==> config.mk <==
export PLATFORM = sky130hd
export DESIGN_NAME = id_ex_stage
export DESIGN_NICKNAME = d
export VERILOG_FILES = /design/src/rtl/pipeline_pkg.sv /design/src/rtl/load_use_detect.sv /design/src/rtl/id_ex_stage.sv
export SDC_FILE = /design/constraint.sdc
export NUM_CORES = 1
export LEC_CHECK = 0
export CORE_MARGIN = 1.5
export CORE_UTILIZATION = 30
export CTS_BUF_LIST = sky130_fd_sc_hd__clkbuf_16
export DETAILED_ROUTE_END_ITERATION = 8
export PLACE_DENSITY_LB_ADDON = 0.12
export SYNTH_ARGS = -nofsm -noshare
export SYNTH_HDL_FRONTEND = slang
export SYNTH_HIERARCHICAL = 1
export SYNTH_SLANG_ARGS = --single-unit
==> constraint.sdc <==
create_clock -name clk -period 6.62 [get_ports clk]
set_clock_uncertainty 0.15 [all_clocks]
set_input_delay 1.324 -clock clk [delete_from_list [all_inputs] [get_ports clk]]
set_output_delay 1.324 -clock clk [all_outputs]
set_load 0.005 [all_outputs]
==> src/rtl/pipeline_pkg.sv <==
// Shared pipeline types and widths: register/operand sizes, ALU op codes, control bundle, ID/EX FSM states.
// No logic; imported by the ID/EX stage and its hazard detector.
package pipeline_pkg;

    localparam int DATA_W   = 8;
    localparam int REG_W    = 5;
    localparam int ZERO_REG = 31;
    localparam int CNT_W    = 16;

    typedef enum logic [3:0] {
        ALU_ADD = 4'd0,
        ALU_SUB = 4'd1,
        ALU_AND = 4'd2,
        ALU_OR  = 4'd3,
        ALU_XOR = 4'd4,
        ALU_SLT = 4'd5,
        ALU_SLL = 4'd6,
        ALU_SRL = 4'd7
    } alu_op_e;

    typedef struct packed {
        logic alu_src;
        logic reg_write;
        logic mem_read;
        logic mem_write;
    } ctrl_t;

    typedef enum logic {
        RUN    = 1'b0,
        FREEZE = 1'b1
    } state_e;

    // Control bits of a non-instruction must never cause side effects downstream.
    function automatic ctrl_t gate_ctrl(input ctrl_t c, input logic vld);
        return vld ? c : '0;
    endfunction

endpackage

==> src/rtl/load_use_detect.sv <==
// Load-use hazard detector: purely combinational, zero latency.
// No backpressure of its own; the caller turns luh_o into a stall/bubble.
module load_use_detect #(
    parameter int REG_W    = pipeline_pkg::REG_W,
    parameter int ZERO_REG = pipeline_pkg::ZERO_REG
) (
    input  logic             ex_valid_i,
    input  logic             ex_mem_read_i,
    input  logic [REG_W-1:0] ex_rd_i,
    input  logic             id_valid_i,
    input  logic [REG_W-1:0] id_rs_i,
    input  logic [REG_W-1:0] id_rt_i,
    input  logic             id_uses_rs_i,
    input  logic             id_uses_rt_i,
    output logic             luh_o
);

    localparam logic [REG_W-1:0] ZERO_IDX = REG_W'(ZERO_REG);

    logic rs_hit;
    logic rt_hit;

    assign rs_hit = id_uses_rs_i && (id_rs_i == ex_rd_i);
    assign rt_hit = id_uses_rt_i && (id_rt_i == ex_rd_i);
    assign luh_o  = ex_valid_i && ex_mem_read_i && (ex_rd_i != ZERO_IDX)
                 && id_valid_i && (rs_hit || rt_hit);

endmodule

==> src/rtl/id_ex_stage.sv <==
// ID/EX pipeline register with load-use bubble insertion, branch flush and memory-wait freeze.
// Latency 1 cycle; mem_busy holds everything, a load-use hazard inserts one bubble and raises stall.
module id_ex_stage #(
    parameter int DATA_W   = pipeline_pkg::DATA_W,
    parameter int REG_W    = pipeline_pkg::REG_W,
    parameter int ZERO_REG = pipeline_pkg::ZERO_REG,
    parameter int CNT_W    = pipeline_pkg::CNT_W
) (
    input  logic              clk,
    input  logic              rst,
    input  logic              id_valid,
    input  logic [REG_W-1:0]  id_rs,
    input  logic [REG_W-1:0]  id_rt,
    input  logic [REG_W-1:0]  id_rd,
    input  logic [DATA_W-1:0] id_rs_data,
    input  logic [DATA_W-1:0] id_rt_data,
    input  logic [DATA_W-1:0] id_imm,
    input  logic [3:0]        id_alu_op,
    input  logic              id_alu_src,
    input  logic              id_reg_write,
    input  logic              id_mem_read,
    input  logic              id_mem_write,
    input  logic              id_uses_rs,
    input  logic              id_uses_rt,
    input  logic              ex_flush,
    input  logic              mem_busy,
    output logic              stall,
    output logic              ex_valid,
    output logic [REG_W-1:0]  ex_rs,
    output logic [REG_W-1:0]  ex_rt,
    output logic [REG_W-1:0]  ex_rd,
    output logic [DATA_W-1:0] ex_rs_data,
    output logic [DATA_W-1:0] ex_rt_data,
    output logic [DATA_W-1:0] ex_imm,
    output logic [3:0]        ex_alu_op,
    output logic              ex_alu_src,
    output logic              ex_reg_write,
    output logic              ex_mem_read,
    output logic              ex_mem_write,
    output logic [CNT_W-1:0]  stall_count,
    output logic              frozen
);

    import pipeline_pkg::*;

    state_e              state_q, state_d;
    logic                valid_q, valid_d;
    logic [REG_W-1:0]    rs_q, rs_d, rt_q, rt_d, rd_q, rd_d;
    logic [DATA_W-1:0]   rs_data_q, rs_data_d, rt_data_q, rt_data_d, imm_q, imm_d;
    logic [3:0]          alu_op_q, alu_op_d;
    ctrl_t               ctrl_q, ctrl_d, id_ctrl;
    logic [CNT_W-1:0]    cnt_q, cnt_d;
    logic                luh;

    load_use_detect #(
        .REG_W    (REG_W),
        .ZERO_REG (ZERO_REG)
    ) u_luh (
        .ex_valid_i    (valid_q),
        .ex_mem_read_i (ctrl_q.mem_read),
        .ex_rd_i       (rd_q),
        .id_valid_i    (id_valid),
        .id_rs_i       (id_rs),
        .id_rt_i       (id_rt),
        .id_uses_rs_i  (id_uses_rs),
        .id_uses_rt_i  (id_uses_rt),
        .luh_o         (luh)
    );

    // Not gated by ex_flush: the upstream redirect already overrides the hold.
    assign stall = luh || mem_busy;

    always_comb begin
        state_d = state_q;
        unique case (state_q)
            RUN:    if (mem_busy)  state_d = FREEZE;
            FREEZE: if (!mem_busy) state_d = RUN;
            default: state_d = RUN;
        endcase
    end

    assign id_ctrl = '{alu_src: id_alu_src, reg_write: id_reg_write,
                       mem_read: id_mem_read, mem_write: id_mem_write};

    // Action keys off the live mem_busy input, so the freeze takes effect on its first cycle.
    always_comb begin
        valid_d   = valid_q;
        rs_d      = rs_q;
        rt_d      = rt_q;
        rd_d      = rd_q;
        rs_data_d = rs_data_q;
        rt_data_d = rt_data_q;
        imm_d     = imm_q;
        alu_op_d  = alu_op_q;
        ctrl_d    = ctrl_q;
        cnt_d     = cnt_q;
        if (!mem_busy) begin
            if (ex_flush || luh) begin
                valid_d   = 1'b0;
                rs_d      = '0;
                rt_d      = '0;
                rd_d      = '0;
                rs_data_d = '0;
                rt_data_d = '0;
                imm_d     = '0;
                alu_op_d  = '0;
                ctrl_d    = '0;
                if (!ex_flush && (cnt_q != '1)) begin
                    cnt_d = cnt_q + CNT_W'(1);
                end
            end else begin
                valid_d   = id_valid;
                rs_d      = id_rs;
                rt_d      = id_rt;
                rd_d      = id_rd;
                rs_data_d = id_rs_data;
                rt_data_d = id_rt_data;
                imm_d     = id_imm;
                alu_op_d  = id_alu_op;
                ctrl_d    = gate_ctrl(id_ctrl, id_valid);
            end
        end
    end

    always_ff @(posedge clk) begin
        if (rst) begin
            state_q   <= RUN;
            valid_q   <= 1'b0;
            rs_q      <= '0;
            rt_q      <= '0;
            rd_q      <= '0;
            rs_data_q <= '0;
            rt_data_q <= '0;
            imm_q     <= '0;
            alu_op_q  <= '0;
            ctrl_q    <= '0;
            cnt_q     <= '0;
        end else begin
            state_q   <= state_d;
            valid_q   <= valid_d;
            rs_q      <= rs_d;
            rt_q      <= rt_d;
            rd_q      <= rd_d;
            rs_data_q <= rs_data_d;
            rt_data_q <= rt_data_d;
            imm_q     <= imm_d;
            alu_op_q  <= alu_op_d;
            ctrl_q    <= ctrl_d;
            cnt_q     <= cnt_d;
        end
    end

    assign ex_valid     = valid_q;
    assign ex_rs        = rs_q;
    assign ex_rt        = rt_q;
    assign ex_rd        = rd_q;
    assign ex_rs_data   = rs_data_q;
    assign ex_rt_data   = rt_data_q;
    assign ex_imm       = imm_q;
    assign ex_alu_op    = alu_op_q;
    assign ex_alu_src   = ctrl_q.alu_src;
    assign ex_reg_write = ctrl_q.reg_write;
    assign ex_mem_read  = ctrl_q.mem_read;
    assign ex_mem_write = ctrl_q.mem_write;
    assign stall_count  = cnt_q;
    assign frozen       = (state_q == FREEZE);

endmodule

==> qor.txt, run 1 <==
Synth Net Count: 285
worst slew pin tran: 1.135 ns
first-pass GRT wire length: 10950 um
arrival time at the worst endpoint: 3.28 ns
Syn Area/Cell: 10.61 um2
placed cell areas: 3730 um2
most frequent cells in the layout: 119 x clkdlybuf4s50_1, 65 x dfxtp_1, 44 x a22o_1
Hold-fix buffers, CTS: 0
run status: finished clean
largest net degree at the start of global routing: 50
final wirelength: 6864 um
Detailed Place HPWL: 4658 um
final instance area: 4010 um2
worst-path cell chain: clkdlybuf4s50_1 > xor2_1 > nor4_1 > nand3_1 > a21oi_1 > or2_2 > clkdlybuf4s50_1
post-CTS sizing: 0
number of global-route vias before repair: 2156
area delta synth->final: 64.27%
GRT Overall Usage: 0.1622
initial antenna violation count: 0
commonest non-fill, non-tap cell in the layout: clkdlybuf4s50_1
Startpoint Class: primary input
antenna fix cells: 0
Die Height: 93.21 um
Initial Utilization: 0.3127
Ys Warns: 6
share of layout cells above drive strength 1: 0.06534
power per standard cell area: 234.8 nW/um2
fmax: 210.2 MHz
Hold Crit Class: reg2reg
grt total ovfl: 0
count of input and output buffers: 119
RSZ-0062 raised after global routing: false
setup_tns: 0 ns
ANT nets after route: 0
Peak VDD IR: 0.1282 mV
#FFs+latches synth: 65
Mapped Cells: 230
crit-path max FO: 3
crit path max-delay cell type: clkdlybuf4s50_1
CTS sink cnt: 65
drt initial violations: 74
worst hold path cell count: 1
ys flop type: dfxtp_1
Post-synth EDFFs: 0
leading area contributor after synthesis: dfxtp_1
core area: 7807 um2
total number of vias: 2280
DRT Pass-1 Iters: 4
CP dominant cell by count: clkdlybuf4s50_1
fill cell total of the finished layout: 731
Yosys cell types: 32
DRC errors left: 0
Rows: 32
gp weighted congestion: 0.7401
Power, Total: 941.8 uW
H-tree Lvls: 3
Final #Nets: 402
die area: 8687 um2
Max-Cap Viols: 0
Synth top area share: 0.5331
Placed Instances: 438
Leak: 1.443 nW
setup violators final: 0
Critical Path Max Stage Delay: 0.49 ns
Final Slew Violations: 0
main area contributors after synthesis: dfxtp_1 53%, a22o_1 16%, a21oi_1 3.1%
Min Clock Period, post-route: 4.757 ns
Horiz. Die Dim: 93.21 um
Inserted Clock Buffers: 9
Clock transition at path regs: 0.05 ns
Max-slew headroom: 0.2417
WL/cell: 15.12 um
Layout Cells excl Fill: 454
sequential cell area fraction in the yosys report: 0.5331
Clock Tree Root: clkbuf_16
CTS tree: done
postcts setup bufs: 0
Tcrit/Tclk final: 0.7186
drt via density: 5.022
Post-Syn Area: 2441 um2
crit path kind: in2out
clock buffer depth: 2
worst-skew pair later-pin latency: 0.32 ns
Register-to-Register Path Depth: 8
Worst setup EP type: primary output
I/O pin cnt: 120
fraction of registers with async set/reset: 0
Final Hold Fails: 0
Data required, critical path: 5.15 ns
## synthesized netlist by cell type (all sizes together) (5+ instances only)
library cell	instances
nand2	7
dfxtp	65
o31ai	8
nand3	7
nand4	5
or3	5
clkbuf	13
a22o	44
a21oi	15
o21ai	5
xor2	8
or4	10
## worst paths after layout
kind / from / to / slack (ns)
worst max-delay path: id_rs[2] / stall / 1.86
worst min-delay path: ex_mem_write$_SDFFE_PP0N_ / ex_mem_write$_SDFFE_PP0N_ / 0.32
worst max register to register: ex_rd[3]$_SDFFE_PP0N_ / stall_count[13]$_SDFFE_PP0P_ / 3.36
worst min register to register: ex_mem_write$_SDFFE_PP0N_ / ex_mem_write$_SDFFE_PP0N_ / 0.32
## report_power, final
group          switching (mW)  total [mW]  internal (mW)
Sequential            0.00771       0.411          0.403
Combinational          0.0277      0.0849         0.0573
Clock                   0.162       0.446          0.284
Total                   0.197       0.942          0.745
## state kept, by name (all words and copies together), names as in the netlist
register	flops
ex_valid	1
ex_alu_op	4
ex_rs	5
ex_reg_write	1
ex_mem_write	1
ex_rt_data	8
ex_rt	5
ex_rd	5
stall_count	16
ex_imm	8
frozen	1
ex_rs_data	8
ex_mem_read	1
ex_alu_src	1
## critical path: cells and delay by family
kind / cells / cell delay [ns]
buf+inv: 2 / 0.92
compound gates: 1 / 0.26
xor+xnor: 1 / 0.15
simple gates: 3 / 0.61
## layout make-up
| class | count | area, um2 | area share |
|---|---|---|---|
| timing repair buffer | 121 | 1206 | 0.3008 |
| tap | 102 | 127.6 | 0.03183 |
| inverter | 2 | 7.507 | 0.001872 |
| clock inverter | 7 | 55.05 | 0.01373 |
| multi-input combinational | 148 | 1087 | 0.2711 |
| sequential | 65 | 1301 | 0.3245 |
| clock buffer | 9 | 225.2 | 0.05616 |
## metal layers
layer  global-route usage  vias up  part of all wire
li1                     -     1130                 -
met1               0.1914     1060              0.45
met2               0.2561       84              0.45
met3              0.08049        6             0.090
met4              0.05303        0             0.012
met5                    0        -                 0
## cell families after synthesis
logic type	Yosys count	synth area share
AO/OA/AOI/OAI	80	0.2537
XOR/XNOR	10	0.03588
adder cells (fa/ha/maj)	1	0.005125
buffers and inverters	17	0.02665
flip-flops	65	0.5331
multiplexers	2	0.009225
AND/OR/NAND/NOR	55	0.1363
## per-stage QoR
stage | utilization | hold slack, ns | setup WS (ns)
after floorplan | - | 0.3157 | 2.949
after global placement | 0.4777 | 0.2972 | 1.888
after detailed placement | 0.4777 | 0.3058 | 1.841
after CTS | 0.5136 | 0.3179 | 1.839
after global routing | 0.5136 | 0.3404 | 1.690
final | 0.5136 | 0.3157 | 1.863
Power figures use the tool's default switching activity.
==> inputs of run 2 (changes only) <==
Clock period 6.62 ns to 4.6 ns, I/O delays scaled along.
==> qor.txt, run 2 (synthesis gave the netlist of run 1 again) <==
run status: finished clean
drt initial violations: 59
worst-skew pair later-pin latency: 0.33 ns
crit-path max FO: 3
Setup WS pre-CTS: 0.6260 ns
worst r2r src: ex_rd[2]$_SDFFE_PP0N_
crit path kind: in2out
core area: 7807 um2
area delta synth->final: 65.86%
Inserted Clock Buffers: 9
clock buffer depth: 2
CP dominant cell by count: clkdlybuf4s50_1
Critical Path Max Stage Delay: 0.50 ns
number of flip-flops in the largest register: 16
Final #Nets: 405
arrival time at the worst endpoint: 2.89 ns
post-CTS sizing: 0
WL/cell: 15.59 um
setup_tns: 0 ns
fmax: 252.3 MHz
Final Slew Violations: 0
initial antenna violation count: 0
Peak VDD IR: 0.1516 mV
Final Hold Fails: 0
RSZ-0062 raised after global routing: false
Hold Crit Class: reg2reg
final wirelength: 7125 um
Initial Utilization: 0.3127
final instance area: 4049 um2
Horiz. Die Dim: 93.21 um
delay-heaviest family, CP: buffers and inverters
WP buf/inv: 2
GRT Overall Usage: 0.1683
Min Clock Period, post-route: 3.963 ns
power per standard cell area: 341.8 nW/um2
Hold-fix buffers, CTS: 0
total number of vias: 2314
placed cell areas: 3752 um2
worst slew pin tran: 0.8961 ns
Max-Cap Viols: 0
grt total ovfl: 0
drt via density: 5.063
antenna fix cells: 0
Leak: 1.450 nW
CTS tree: done
CTS sink cnt: 65
worst-path cell chain: clkdlybuf4s50_1 > xor2_1 > nor4_1 > nand3_1 > a21oi_1 > or2_2 > clkdlybuf4s50_1
fill cell total of the finished layout: 729
crit path from: id_rt[2]
Data required, critical path: 3.53 ns
Worst Setup Slack, final: 0.6367 ns
Tcrit/Tclk final: 0.8616
crit path max-delay cell type: clkdlybuf4s50_1
Clock Tree Root: clkbuf_16
Die Height: 93.21 um
Storage cell area: 1301 um2
largest net degree at the start of global routing: 50
HP Start: ex_alu_src$_SDFFE_PP0N_
commonest non-fill, non-tap cell in the layout: clkdlybuf4s50_1
Clock transition at path regs: 0.05 ns
first-pass GRT wire length: 11300 um
number of global-route vias before repair: 2243
DRC errors left: 0
Rows: 32
I/O pin cnt: 120
share of layout cells above drive strength 1: 0.08169
ANT nets after route: 0
Max-slew headroom: 0.3971
postcts setup bufs: 0
most frequent cells in the layout: 119 x clkdlybuf4s50_1, 65 x dfxtp_1, 44 x a22o_1
DRT Pass-1 Iters: 4
H-tree Lvls: 3
Worst setup EP type: primary output
die area: 8687 um2
Detailed Place HPWL: 4787 um
Startpoint Class: primary input
setup violators final: 0
count of input and output buffers: 119
gp weighted congestion: 0.7620
multi-input logic area: 1087 um2
Power, Total: 1.384 mW
[run 2: worst register-to-register path: stages (launching register included)]
cell	delay (ns)
dfxtp_1	0.37
xor2_1	0.18
nor4_1	0.30
nand3_1	0.12
a21oi_1	0.26
or3b_1	0.41
or3_4	0.41
nor4_1	0.22
mux2_2	0.37
[run 2: power breakdown]
part	total (mW)	internal (mW)	leakage (nW)	switching [mW]
sequential	0.591	0.580	0.529	0.0110
combinational	0.124	0.0835	0.778	0.0405
clock	0.669	0.419	0.143	0.251
total	1.38	1.08	1.45	0.302
[run 2: routing by layer]
layer | track usage | up-vias | wire (um)
li1 | - | 1133 | -
met1 | 0.2026 | 1081 | 3109
met2 | 0.2652 | 87 | 3346
met3 | 0.06667 | 13 | 561
met4 | 0.07197 | 0 | 108
met5 | 0 | - | 0
[run 2: metrics by stage]
step / std cells / hold slack, ns / util
final: 457 / 0.3259 / 0.5186
after global routing: 457 / 0.3370 / 0.5186
after CTS: 457 / 0.3281 / 0.5186
after detailed placement: 441 / 0.3104 / 0.4806
after global placement: 441 / 0.2983 / 0.4806
after floorplan: 230 / 0.3157 / -
[run 2: final cells by class]
cell class / count / area share
tap: 102 / 0.03152
inverter: 2 / 0.001854
clock inverter: 7 / 0.01761
clock buffer: 9 / 0.05562
sequential: 65 / 0.3214
multi-input combinational: 148 / 0.2685
timing repair buffer: 124 / 0.3035
[run 2: final timing paths]
| check | to | slack, ns | cells after the start |
|---|---|---|---|
| setup / recovery | stall | 0.64 | 7 |
| hold / removal | ex_alu_src$_SDFFE_PP0N_ | 0.33 | 1 |
| setup reg to reg | stall_count[13]$_SDFFE_PP0P_ | 1.69 | 8 |
| hold reg to reg | ex_alu_src$_SDFFE_PP0N_ | 0.33 | 1 |
==> inputs of run 3 (changes only) <==
Settings changed: CORE_ASPECT_RATIO set to 0.8, CORE_MARGIN 1.5 to 2.
==> qor.txt, run 3 (synthesis gave the netlist of run 1 again) <==
run status: finished clean
Final Slew Violations: 0
Worst setup EP type: primary output
first-pass GRT wire length: 11510 um
Critical Path Max Stage Delay: 0.50 ns
final wirelength: 7032 um
Hold-fix buffers, CTS: 0
CTS tree: done
postcts setup bufs: 0
setup violators final: 0
drt initial violations: 62
largest net degree at the start of global routing: 50
CP dominant cell by count: clkdlybuf4s50_1
Leak: 1.457 nW
gp weighted congestion: 0.7807
Startpoint Class: primary input
Setup WS pre-CTS: 0.5369 ns
crit path max-delay cell type: clkdlybuf4s50_1
Peak VDD IR: 0.1846 mV
count of input and output buffers: 119
Rows: 29
Power, Total: 1.429 mW
Worst Setup Slack, final: 0.5383 ns
Inserted Clock Buffers: 9
Initial Utilization: 0.3086
post-CTS sizing: 0
core area: 7910 um2
area delta synth->final: 66.73%
Data required, critical path: 3.53 ns
I/O pin cnt: 120
setup_tns: 0 ns
Horiz. Die Dim: 104.9 um
Max-slew headroom: 0.4471
Layout Cells excl Fill: 463
power per standard cell area: 351.2 nW/um2
Clock Tree Root: clkbuf_16
fill cell total of the finished layout: 767
delay-heaviest family, CP: buffers and inverters
total number of vias: 2281
Min Clock Period, post-route: 4.062 ns
drt via density: 4.927
RSZ-0062 raised after global routing: false
DRT Pass-1 Iters: 4
grt total ovfl: 0
initial antenna violation count: 0
die area: 8879 um2
Tcrit/Tclk final: 0.8830
crit path kind: in2out
clock buffer depth: 2
fmax: 246.2 MHz
Max-Cap Viols: 0
worst-path cell chain: clkdlybuf4s50_1 > xor2_1 > nor4_1 > nand3_1 > a21oi_1 > or2_2 > clkdlybuf4s50_1
WP buf/inv: 2
number of global-route vias before repair: 2289
CTS sink cnt: 65
ANT nets after route: 0
Hold Crit Class: reg2reg
crit-path max FO: 3
arrival time at the worst endpoint: 2.99 ns
share of layout cells above drive strength 1: 0.07887
worst-skew pair later-pin latency: 0.32 ns
GRT Overall Usage: 0.1636
most frequent cells in the layout: 119 x clkdlybuf4s50_1, 65 x dfxtp_1, 44 x a22o_1
H-tree Lvls: 3
WL/cell: 15.19 um
antenna fix cells: 0
Placed Instances: 447
Die Height: 84.68 um
number of flip-flops in the largest register: 16
Detailed Place HPWL: 4870 um
DRC errors left: 0
Final #Nets: 405
Clock transition at path regs: 0.05 ns
worst slew pin tran: 0.8187 ns
commonest non-fill, non-tap cell in the layout: clkdlybuf4s50_1
Final Hold Fails: 0
-- run 3: final timing paths --
path | slack (ns) | to | start | depth (start not counted)
worst min register to register | 0.31 | ex_alu_src$_SDFFE_PP0N_ | ex_alu_src$_SDFFE_PP0N_ | 1
worst min-delay path | 0.31 | ex_alu_src$_SDFFE_PP0N_ | ex_alu_src$_SDFFE_PP0N_ | 1
worst max register to register | 1.59 | stall_count[13]$_SDFFE_PP0P_ | ex_rd[2]$_SDFFE_PP0N_ | 8
worst max-delay path | 0.54 | stall | id_rt[2] | 7
-- run 3: area by class of cell --
| type | count | area [um2] | share of cell area |
|---|---|---|---|
| timing repair buffer | 124 | 1229 | 0.3019 |
| clock inverter | 7 | 85.08 | 0.02090 |
| sequential | 65 | 1301 | 0.3197 |
| tap | 108 | 135.1 | 0.03320 |
| inverter | 2 | 7.507 | 0.001844 |
| multi-input combinational | 148 | 1087 | 0.2671 |
| clock buffer | 9 | 225.2 | 0.05533 |
-- run 3: metal layers --
layer  vias up  share of wire  global-route usage
met5         -              0                   0
met2        79           0.41              0.2267
li1       1138              -                   -
met4         0         0.0097             0.05455
met3         5          0.090             0.07764
met1      1059           0.49              0.2228
-- run 3: metrics by stage --
step	utilization	area, um2	hold slack (ns)
global placement	0.4753	3760	0.2968
finish	0.5146	4070	0.3129
global route	0.5146	4070	0.3429
CTS	0.5146	4070	0.3164
floorplan	-	2441	0.3157
detailed placement	0.4753	3760	0.3083
-- run 3: report_power, final --
group	internal, mW	switching [mW]
combinational	0.0835	0.0405
clock	0.468	0.246
sequential	0.580	0.0107
